$ cat src/rtl/exp_1x1_ker_read_cont.sv
`default_nettype none
// ============================================================================
//  Module   : exp_1x1_ker_read_cont
//  Purpose  : Read-side controller for the expand 1x1 kernel RAM; streams each
//             depth layer's kernel words once per output pass.
//  Revision : 1.0 - initial release
// ============================================================================
module exp_1x1_ker_read_cont #(
    parameter int ADDR_W = 12,
    parameter int DATA_W = 32,
    parameter int RD_LAT = 2
) (
    input  logic              clk_i,
    input  logic              rst_i,
    input  logic              start_i,
    input  logic              exp_1x1_en_i,
    input  logic [6:0]        one_exp1_ker_addr_limit_i,
    input  logic [6:0]        depth_limit_i,
    input  logic [15:0]       tot_pass_i,
    input  logic [6:0]        exp_1x1_layer_ready_no_i,
    output logic [ADDR_W-1:0] ram_rd_addr_o,
    output logic              ram_rd_en_o,
    input  logic [DATA_W-1:0] ram_rd_data_i,
    input  logic              ker_ready_i,
    output logic [DATA_W-1:0] ker_data_o,
    output logic              ker_valid_o,
    output logic              ker_layer_last_o,
    output logic              ker_pass_last_o,
    output logic              done_o
);

    typedef enum logic [1:0] {
        S_IDLE  = 2'd0,
        S_WAIT  = 2'd1,
        S_READ  = 2'd2,
        S_DRAIN = 2'd3
    } state_t;

    state_t              r_state;
    logic [6:0]          r_l;
    logic [6:0]          r_d;
    logic [15:0]         r_p;
    logic [6:0]          r_word;
    logic [6:0]          r_layer;
    logic [15:0]         r_pass;
    logic [ADDR_W-1:0]   r_base;
    logic                r_all_loaded;
    logic [6:0]          r_rdy_prev;
    logic [RD_LAT-1:0]   r_vld;
    logic [RD_LAT-1:0]   r_ll;
    logic [RD_LAT-1:0]   r_pl;
    logic                r_done;

    logic                w_issue;
    logic                w_word_last;
    logic                w_layer_last;
    logic                w_pass_last;
    logic                w_layer_ok;
    logic                w_rdy_wrap;
    logic                w_all_seen;
    logic [RD_LAT-1:0]   w_vld_nxt;
    logic [RD_LAT-1:0]   w_ll_nxt;
    logic [RD_LAT-1:0]   w_pl_nxt;

    assign w_issue      = (r_state == S_READ) & ker_ready_i;
    assign w_word_last  = (r_word == r_l);
    assign w_layer_last = (r_layer == r_d);
    assign w_pass_last  = (r_pass == r_p);

    // A 7-bit ready count cannot exceed 127, so with 128 layers the write side
    // signals completion by wrapping 127 -> 0.
    assign w_rdy_wrap   = (r_rdy_prev == 7'h7F) & (exp_1x1_layer_ready_no_i == 7'd0);
    assign w_all_seen   = (exp_1x1_layer_ready_no_i > r_d) | w_rdy_wrap;
    assign w_layer_ok   = r_all_loaded | (exp_1x1_layer_ready_no_i > r_layer);

    assign ram_rd_addr_o = r_base + ADDR_W'(r_word);
    assign ram_rd_en_o   = w_issue;

    // Flags travel alongside the RAM access so they line up with returning data.
    always_comb begin
        w_vld_nxt    = '0;
        w_ll_nxt     = '0;
        w_pl_nxt     = '0;
        w_vld_nxt[0] = w_issue;
        w_ll_nxt[0]  = w_issue & w_word_last;
        w_pl_nxt[0]  = w_issue & w_word_last & w_layer_last;
        for (int i = 1; i < RD_LAT; i++) begin
            w_vld_nxt[i] = r_vld[i-1];
            w_ll_nxt[i]  = r_ll[i-1];
            w_pl_nxt[i]  = r_pl[i-1];
        end
    end

    assign ker_valid_o      = r_vld[RD_LAT-1];
    assign ker_layer_last_o = r_ll[RD_LAT-1];
    assign ker_pass_last_o  = r_pl[RD_LAT-1];
    assign ker_data_o       = r_vld[RD_LAT-1] ? ram_rd_data_i : '0;
    assign done_o           = r_done;

    always_ff @(posedge clk_i or posedge rst_i) begin
        if (rst_i) begin
            r_state      <= S_IDLE;
            r_l          <= '0;
            r_d          <= '0;
            r_p          <= '0;
            r_word       <= '0;
            r_layer      <= '0;
            r_pass       <= '0;
            r_base       <= '0;
            r_all_loaded <= 1'b0;
            r_rdy_prev   <= '0;
            r_vld        <= '0;
            r_ll         <= '0;
            r_pl         <= '0;
            r_done       <= 1'b0;
        end else begin
            r_done     <= 1'b0;
            r_rdy_prev <= exp_1x1_layer_ready_no_i;
            r_vld      <= w_vld_nxt;
            r_ll       <= w_ll_nxt;
            r_pl       <= w_pl_nxt;
            if (start_i) begin
                // Restart from any state: drop in-flight reads, no done pulse.
                r_l          <= one_exp1_ker_addr_limit_i;
                r_d          <= depth_limit_i;
                r_p          <= tot_pass_i;
                r_word       <= '0;
                r_layer      <= '0;
                r_pass       <= '0;
                r_base       <= '0;
                r_all_loaded <= 1'b0;
                r_vld        <= '0;
                r_ll         <= '0;
                r_pl         <= '0;
                r_state      <= exp_1x1_en_i ? S_WAIT : S_DRAIN;
            end else begin
                case (r_state)
                    S_IDLE: begin
                    end
                    S_WAIT: begin
                        if (w_all_seen) r_all_loaded <= 1'b1;
                        if (w_layer_ok) r_state <= S_READ;
                    end
                    S_READ: begin
                        if (w_all_seen) r_all_loaded <= 1'b1;
                        if (ker_ready_i) begin
                            if (!w_word_last) begin
                                r_word <= r_word + 7'd1;
                            end else begin
                                r_word <= '0;
                                if (!w_layer_last) begin
                                    r_layer <= r_layer + 7'd1;
                                    r_base  <= r_base + ADDR_W'(r_l) + ADDR_W'(1);
                                    r_state <= S_WAIT;
                                end else if (!w_pass_last) begin
                                    // Every layer has now been read once, so it is resident.
                                    r_all_loaded <= 1'b1;
                                    r_layer      <= '0;
                                    r_pass       <= r_pass + 16'd1;
                                    r_base       <= '0;
                                    r_state      <= S_WAIT;
                                end else begin
                                    r_state <= S_DRAIN;
                                end
                            end
                        end
                    end
                    S_DRAIN: begin
                        if (w_vld_nxt == '0) begin
                            r_state <= S_IDLE;
                            r_done  <= 1'b1;
                        end
                    end
                    default: r_state <= S_IDLE;
                endcase
            end
        end
    end

endmodule
`default_nettype wire
$ cat config.mk
export PLATFORM = sky130hd
export DESIGN_NAME = exp_1x1_ker_read_cont
export DESIGN_NICKNAME = d
export VERILOG_FILES = /design/src/rtl/exp_1x1_ker_read_cont.sv
export SDC_FILE = /design/constraint.sdc
export NUM_CORES = 1
export LEC_CHECK = 0
export ABC_AREA = 1
export BUFFER_PORTS_ARGS = -buffer_cell sky130_fd_sc_hd__buf_2
export CORE_UTILIZATION = 25
export CTS_CLUSTER_DIAMETER = 50
export DETAILED_ROUTE_END_ITERATION = 8
export PLACE_DENSITY = 0.49
export SETUP_SLACK_MARGIN = 0.15
export SYNTH_ARGS = -nofsm -noshare
export SYNTH_HDL_FRONTEND = slang
export SYNTH_SLANG_ARGS = --single-unit
$ cat constraint.sdc
create_clock -name clk_i -period 7.7 [get_ports clk_i]
set_clock_uncertainty 0.05 [all_clocks]
set_input_delay 2.31 -clock clk_i [delete_from_list [all_inputs] [get_ports clk_i]]
set_output_delay 2.31 -clock clk_i [all_outputs]
set_load 0.02 [all_outputs]
== Word level (Yosys, flattened, before mapping) ==
Cells that the tools add are included.

* Register bits after elaboration: 89
* Input port bits: 74
* Output and inout bits: 49
* Logic and storage cells: 98

* Reduce and logical (&&, ||, !) cells: 12
* Add/sub/neg operators: 6
* Magnitude comparators: 2
* Bitwise operators: 6
* Equal/unequal tests: 13
* Multiplexer cells: 45

{| class="wikitable"
|+ Operators with widths
! cell !! number
|-
| $mux W16 || 6
|-
| $mux W12 || 6
|-
| $mux W7 || 10
|-
| $mux W32 || 1
|-
| $add A12 B7 Y12 || 2
|-
| $mux W2 || 11
|-
| $add A16 B1 Y16 const B || 1
|-
| $eq A16 B16 Y1 || 1
|-
| $ne A3 B3 Y1 const B || 5
|-
| $add A7 B1 Y7 const B || 2
|-
| $eq A7 B7 Y1 || 2
|-
| $gt A7 B7 Y1 || 2
|-
| $add A12 B1 Y12 const B || 1
|-
| $reduce_and A5 Y1 || 2
|-
| $mux W1 || 9
|-
| $reduce_bool A2 Y1 || 4
|-
| $eq A7 B7 Y1 const B || 1
|-
| $logic_not A7 Y1 || 1
|-
| $pmux W2 S3 || 1
|-
| $and A1 B1 Y1 || 4
|-
| $eq A2 B2 Y1 const B || 2
|-
| $reduce_and A4 Y1 || 1
|-
| $reduce_bool A4 Y1 || 1
|-
| $reduce_bool A3 Y1 || 1
|-
| 6 further kinds || 7
|}

== Logic depth before layout (Yosys ltp) ==
Gate-level depths: netlist of run 1.

* Word-level depth: 10
* Gate-level depth with buffers: 13
* Depth with buffers taken out: 12

== Worst setup path after synthesis of run 1 ==
Ideal clock, no wire load.

* Kind: input to output
* Start: input port ker_ready_i
* End: output port ram_rd_en_o
* Path buffers: 0
* Stages: 2
* Arrival time: 2.727 ns
* Data required time: 5.340 ns
* Path slack: 2.613 ns
* Path through: nand2_2 -> nor2_1

* Longest elaborated chain between the ends: 1

{| class="wikitable"
|+ Ends and longest elaborated chain
! element !! line !! RTL
|-
| start, declared || 24 || <nowiki>input logic ker_ready_i,</nowiki>
|-
| $and A1 B1 Y1 || 65 || <nowiki>assign w_issue = (r_state == S_READ) & ker_ready_i;</nowiki>
|-
| end, declared || 22 || <nowiki>output logic ram_rd_en_o,</nowiki>
|}

Every way passes these cells.

== Worst setup path after layout of run 1 ==
Ends and elaborated chain as after synthesis.

==> results of run 1 <==
[worst reg2reg max path, cell delays in order, from the launching register on]
cell	delay (ns)
dfrtp_1	0.49
xnor2_1	0.15
nand2_1	0.09
nor2_1	0.11
nand2_1	0.35
nor2_2	0.29
nand2_1	0.08
nand2_2	0.48
nand2_1	0.13
o21ai_1	0.11
[registers in the layout, summed over array words and instances, names as in the netlist, 7 cells and up]
name	cells
r_base	12
r_d	7
r_l	7
r_layer	7
r_p	16
r_pass	16
r_rdy_prev	7
r_word	7
[layout by cell type (no fill, tap or decap), types with 9 or more instances in the layout]
cell type,count
o21ai_1,20
o21ai_0,33
nand2_1,245
xor2_1,34
dfrtp_1,89
nor2_1,49
nor3_1,12
nand4_1,23
nand3_1,40
inv_1,98
ha_1,31
a21oi_1,26
buf_2,122
xnor2_1,11
clkbuf_16,9
[metrics by stage]
step / util [%] / power, mW
2_1_floorplan: - / 0.666
3_3_place_gp: 29.3 / 0.734
3_5_place_dp: 29.3 / 0.735
4_1_cts: 30.7 / 1.24
5_1_grt: 30.7 / 1.29
6_report: 30.7 / 1.22
[kinds of logic (layout without fill, tap and decap cells)]
group                    after synthesis  count (layout)
AO/OA/AOI/OAI                         94              94
AND/OR/NAND/NOR                      390             390
adder cells (fa/ha/maj)               33              33
buffers and inverters                130             247
XOR/XNOR                              45              45
flip-flops                            89              89
[per-layer routing]
metal	part of all wire [%]	vias to the layer above	GRT usage [%]
met5	0	-	0
met4	1.3	0	4.38
met3	3.8	13	1.69
met2	44	127	21.8
met1	51	2337	18.2
li1	-	2717	-
[layout make-up]
class | count | share of cell area (%)
timing repair buffer | 124 | 8.99
clock inverter | 4 | 1.06
sequential | 89 | 32.0
clock buffer | 12 | 3.69
inverter | 107 | 5.79
tap | 285 | 5.12
multi-input combinational | 562 | 43.3
[power by group]
group / switching [mW] / internal, mW / leakage (nW)
logic: 0.124 / 0.0751 / 2.48
clock network: 0.194 / 0.303 / 0.163
registers: 0.0280 / 0.494 / 1.16
total: 0.346 / 0.872 / 3.81
[worst max path at each step]
stage                      startpoint          end  slack (ns)  cells after the start
after detailed placement  ker_ready_i  ram_rd_en_o        2.44                      4
final                     ker_ready_i  ram_rd_en_o        2.46                      4
after floorplan           ker_ready_i  ram_rd_en_o        2.61                      2
after CTS                 ker_ready_i  ram_rd_en_o        2.44                      4
after global routing      ker_ready_i  ram_rd_en_o        2.40                      4
after global placement    ker_ready_i  ram_rd_en_o        2.48                      4
[cells in the mapped netlist, drive strengths merged]
library cell and instances:
ha 31, o221ai 1, xor2 34, nand3b 1
nand4 24, nor4 2, nand3 42, o21ai 54
fa 2, dfrtp 89, clkbuf 12, or2 4
and3 1, o211ai 3, nand2 250, o31ai 6
o22ai 1, inv 107, buf 11, nor2 53
xnor2 11, a21o 2, nor3 13, a21oi 27
==> impl_results.md, run 1 <==
* Status: finished, final reports clean
* Worst r2r path cells at 9
* Yosys top cell area share at 38.5%
* Largest net degree at the start of global routing at 67
* Root buf cell: clkbuf_16
* Chip width at 154 um
* Synth top area cells: dfrtp_1 39%, nand2_1 16%, ha_1 6.7%, inv_1 6.4%, xor2_1 5.1%
* Pwr dens at 175 nW/um^2
* GRT Util Overall at 13.3%
* Post-DP Area at 6630 um^2
* Final Hold Fails at 0
* Layout Nets at 1,000
* DR vias at 5,194
* Max Freq at 191 MHz
* Drt pass-1 iters at 4
* CP Cell Sequence: buf_2 -> nand2_2 -> nor2_1 -> buf_2
* Core box area at 22,600 um^2
* Inserted Diodes at 0
* Max Root-Sink Buffers at 2
* Reg2reg end: r_base[8]
* CP Capture Type: output port
* Hold_sp: r_ll[0]
* Final Cell Area at 6960 um^2
* Dpl hpwl at 11.4 mm
* CP Launch Type: input port
* Clock Latency Late Sink at 0.35 ns
* Req. time, crit path at 5.34 ns
* Hold-fix buffers, CTS at 0
* Seq cells post-synth at 89
* Most used cell along the critical path: buf_2
* Via/cell ratio at 4.39
* Synthesized instance count at 781
* Initial Util at 25.5%
* Worst Tran Pin Value at 0.914 ns
* Mux contribution to synthesized area at 0%
* Area delta synth->final at 20.3%
* Synth Area in Compound Gates at 9.09%
* Hold-critical path depth at 2
* Area share of fa/ha/maj cells after synthesis at 7.40%
* RSZ-0062 raised after global routing: no
* Post-route setup slack at 2.46 ns
* Cell Rows at 55
* Post-CTS Setup Inserts at 0
* Worst vdd ir at 0.0983 mV
* HP Class: register to register
* Synth Area in XOR/XNOR at 6.81%
* Footprint of the multi-input gates at 3020 um^2
* Max Cap Viol at 0
* First-pass GRT wire length at 25.2 mm
* Max H-tree Level at 3
* Area leader, netlist: dfrtp_1
* CTS buffer count at 9
* Vias in the first global route at 4,943
* Main combinational cell family by area after synthesis: simple AND/OR/NAND/NOR gates
* Reg area at 2230 um^2
* CP top delay family: buffers and inverters
* Worst Path Max Fanout at 3
* Slowest-stage cell, CP: buf_2
* Worst Hold Endpoint: r_ll[1]
* Syn avg cell area at 7.41 um^2
* Grt total ovfl at 0
* # fillers at 2,485
* CP Class: input port to output port
* Reg-to-reg startpoint: r_layer[0]
* IO Pins at 123
* Clk pin slew, worst setup/hold paths at 0.07 ns
* I/O Buffers at 122
* Worst path max stage delay at 0.22 ns
* Synth Net Count at 888
* Die area at 23,700 um^2
* Slew Limit Fails at 0
* Post-cts gate resize count at 0
* Synthesized area at 5780 um^2
* Share of cells above drive strength 1 at 18.9%
* Fin cells at 1,183
* Cells after DPL at 1,167
* Clock sinks at 89
* Tcrit/Tclk final at 68.1%
* Critical path buffers and inverters at 2
* Final setup fails at 0
* Reg-to-reg slack, setup at 5.29 ns
* Ys Warns at 0
* Hold slack final at 0.415 ns
* Fin crit period at 5.24 ns
* Pre-CTS setup slack at 2.44 ns
* Initial antenna violation count at 0
* Wire per inst at 12.8 um
* Die Y at 154 um
* Leak at 3.81 nW
* Post-DRT Antenna Nets at 0
* Post-Route WL at 15.2 mm
* Simple-gate share of the synthesized area at 28.8%
* Post-synth cell types at 37
* Final Wtd Congestion at 0.806
* Max_slew headroom at 39.0%
* Post-synthesis sequential area ratio at 38.5%
* DRT iter0 DRCs at 276
* WP data arrival at 2.88 ns
* Setup TNS at 0 ns
* TritonCTS clock tree: done
* DR DRC count at 0
(Power assumes the default switching activity.)
==> run 2: changes to the inputs <==
Clock period 7.7 ns to 4.9 ns, I/O delays scaled along.
==> impl_results.md, run 2 (synthesis results as in run 1) <==
* HP Class: register to register
* Status: finished, final reports clean
* Clock Latency Late Sink at 0.35 ns (about the same)
* Reg area at 2230 um^2 (unchanged)
* Hold-fix buffers, CTS at 0 (unchanged)
* RSZ-0062 raised after global routing: no
* Pwr dens at 259 nW/um^2 (+48%)
* Req. time, crit path at 3.38 ns (-1.96 ns)
* GRT Util Overall at 13.6% (+0.21 points)
* Gate power share at 17.8% (+1.4 points)
* Inserted Diodes at 0 (unchanged)
* Met1 Usage GRT at 18.4% (+0.17 points)
* Slew Limit Fails at 0 (unchanged)
* GRT Max-Usage Layer: met2
* Largest regs: r_p (16), r_pass (16), r_base (12)
* Core Util, Final at 30.5% (-0.23 points)
* Clk network pwr share at 36.3% (-4.5 points)
* Fin crit period at 4.00 ns
* Commonest cells after routing, fill and taps aside: 245 x nand2_1, 122 x buf_2, 98 x inv_1
* Max Cap Viol at 0 (unchanged)
* Worst Tran Pin Value at 1.00 ns (+0.0892 ns)
* Grt total ovfl at 0 (unchanged)
* Post-DRT Antenna Nets at 0 (unchanged)
* Sequential fraction of design power at 45.9% (+3.1 points)
* Layout Nets at 1,002 (+0.20%)
* CP Launch Type: register
* Final Wtd Congestion at 0.829 (+2.9%)
* I/O Buffers at 122 (unchanged)
* Die Y at 154 um (unchanged)
* DR DRC count at 0 (unchanged)
* WP data arrival at 2.48 ns (-0.40 ns)
* Reg-to-reg slack, setup at 2.55 ns (-2.74 ns)
* Chip width at 154 um (unchanged)
* # fillers at 2,478 (-0.28%)
* Cell Rows at 55 (unchanged)
* Tcrit/Tclk final at 81.6%
* Max_slew headroom at 33.1% (-5.9 points)
* Vias in the first global route at 5,009 (+1.3%)
* Int Power at 1.25 mW (+43%)
* Most common cell after layout, fill and taps aside: nand2_1
* CTS buffer count at 9 (unchanged)
* Die area at 23,700 um^2 (unchanged)
* TritonCTS clock tree: done
* Worst vdd ir at 0.156 mV (+59%)
* Switching Share at 30.1% (+1.6 points)
* Setup TNS at 0 ns (unchanged)
* Largest net degree at the start of global routing at 55 (-18%)
* Worst Path Max Fanout at 4 (+1)
* Final setup fails at 0 (unchanged)
* Drt pass-1 iters at 4 (unchanged)
* M3 GR Usage at 2.03% (+0.34 points)
* DR vias at 5,190 (-0.077%)
* Final Hold Fails at 0 (unchanged)
* Core box area at 22,600 um^2 (unchanged)
* Sw power at 0.537 mW (+55%)
* Pre-CTS setup slack at 1.29 ns (-1.16 ns)
* Via/cell ratio at 4.38 (-0.16%)
* GR Util met2 at 21.7% (-0.11 points)
* Initial antenna violation count at 0 (unchanged)
* Root buf cell: clkbuf_16
* Area delta synth->final at 19.4%
* Dpl hpwl at 11.7 mm (+2.3%)
* Post-cts gate resize count at 0 (unchanged)
* Wire per inst at 12.9 um (+0.84%)
* Initial Util at 25.5% (unchanged)
* Hold slack final at 0.419 ns (+0.00370 ns)
* Max H-tree Level at 3 (unchanged)
* IO Pins at 123 (unchanged)
* CP Class: register to output port
* Clk pin slew, worst setup/hold paths at 0.07 ns (about the same)
* DRT iter0 DRCs at 216 (-22%)
* Post-route setup slack at 0.900 ns (-1.56 ns)
* Leak at 3.78 nW (-0.66%)
* Share of cells above drive strength 1 at 18.9% (-0.021 points)
* Footprint of the multi-input gates at 3020 um^2 (unchanged)
* Max Root-Sink Buffers at 2 (unchanged)
* CP Capture Type: output port
* Post-Route WL at 15.3 mm (+0.93%)
* Post-CTS Setup Inserts at 0 (unchanged)
* Max Freq at 250 MHz
* First-pass GRT wire length at 25.4 mm (+0.88%)
* Clock sinks at 89 (unchanged)
run 2: changes by cell type in the layout (fill, tap and decap cells not counted):
| cell | before | now |
|---|---|---|
| bufinv_16 | 2 | 0 |
| buf_4 | 2 | 4 |
| clkinvlp_4 | 0 | 1 |
| clkinv_2 | 2 | 3 |
| clkbuf_8 | 2 | 1 |
| clkbuf_1 | 1 | 2 |
| inv_6 | 1 | 0 |
run 2: final timing paths:
kind	end	startpoint	cells after the start
max in group asynchronous	r_p[5]	rst_i	3
setup reg to reg	r_base[10]	r_layer[0]	8
min in group asynchronous	r_l[1]	rst_i	2
hold / removal	done_o	r_vld[0]	1
hold reg to reg	done_o	r_vld[0]	1
setup / recovery	ram_rd_addr_o[10]	r_word[0]	9
run 2: metrics by stage:
stage / area [um^2] / power, mW / instances
final: 6910 / 1.79 / 1184
after global routing: 6910 / 1.89 / 1184
after CTS: 6910 / 1.82 / 1184
after detailed placement: 6640 / 1.16 / 1169
after global placement: 6640 / 1.16 / 1169
after floorplan: 5780 / 1.05 / 781
run 2: critical path: stages (launching register included):
cell and delay (ns):
dfrtp_1 0.41, ha_1 0.20, inv_1 0.06, fa_1 0.42, o21ai_0 0.30, nand4_1 0.12, o211ai_1 0.19, nand2_1 0.11
xor2_1 0.14, buf_2 0.18
run 2: routing by layer:
layer / part of all wire [%] / vias to the layer above
li1: - / 2722
met1: 51 / 2323
met2: 43 / 129
met3: 4.5 / 16
met4: 1.9 / 0
met5: 0 / -
run 2: layout make-up:
| type | count | share of cell area, % |
|---|---|---|
| clock inverter | 3 | 0.254 |
| sequential | 89 | 32.2 |
| inverter | 107 | 5.83 |
| multi-input combinational | 562 | 43.7 |
| timing repair buffer | 126 | 9.28 |
| tap | 285 | 5.16 |
| clock buffer | 12 | 3.57 |
run 2: power by group through the flow:
stage          Sequential (mW)  Clock, mW  Combinational (mW)
5_1_grt                  0.827      0.697               0.366
2_1_floorplan            0.816          0               0.232
3_5_place_dp             0.835          0               0.323
4_1_cts                  0.821      0.672               0.325
3_3_place_gp             0.834          0               0.322
6_report                 0.820      0.649               0.318
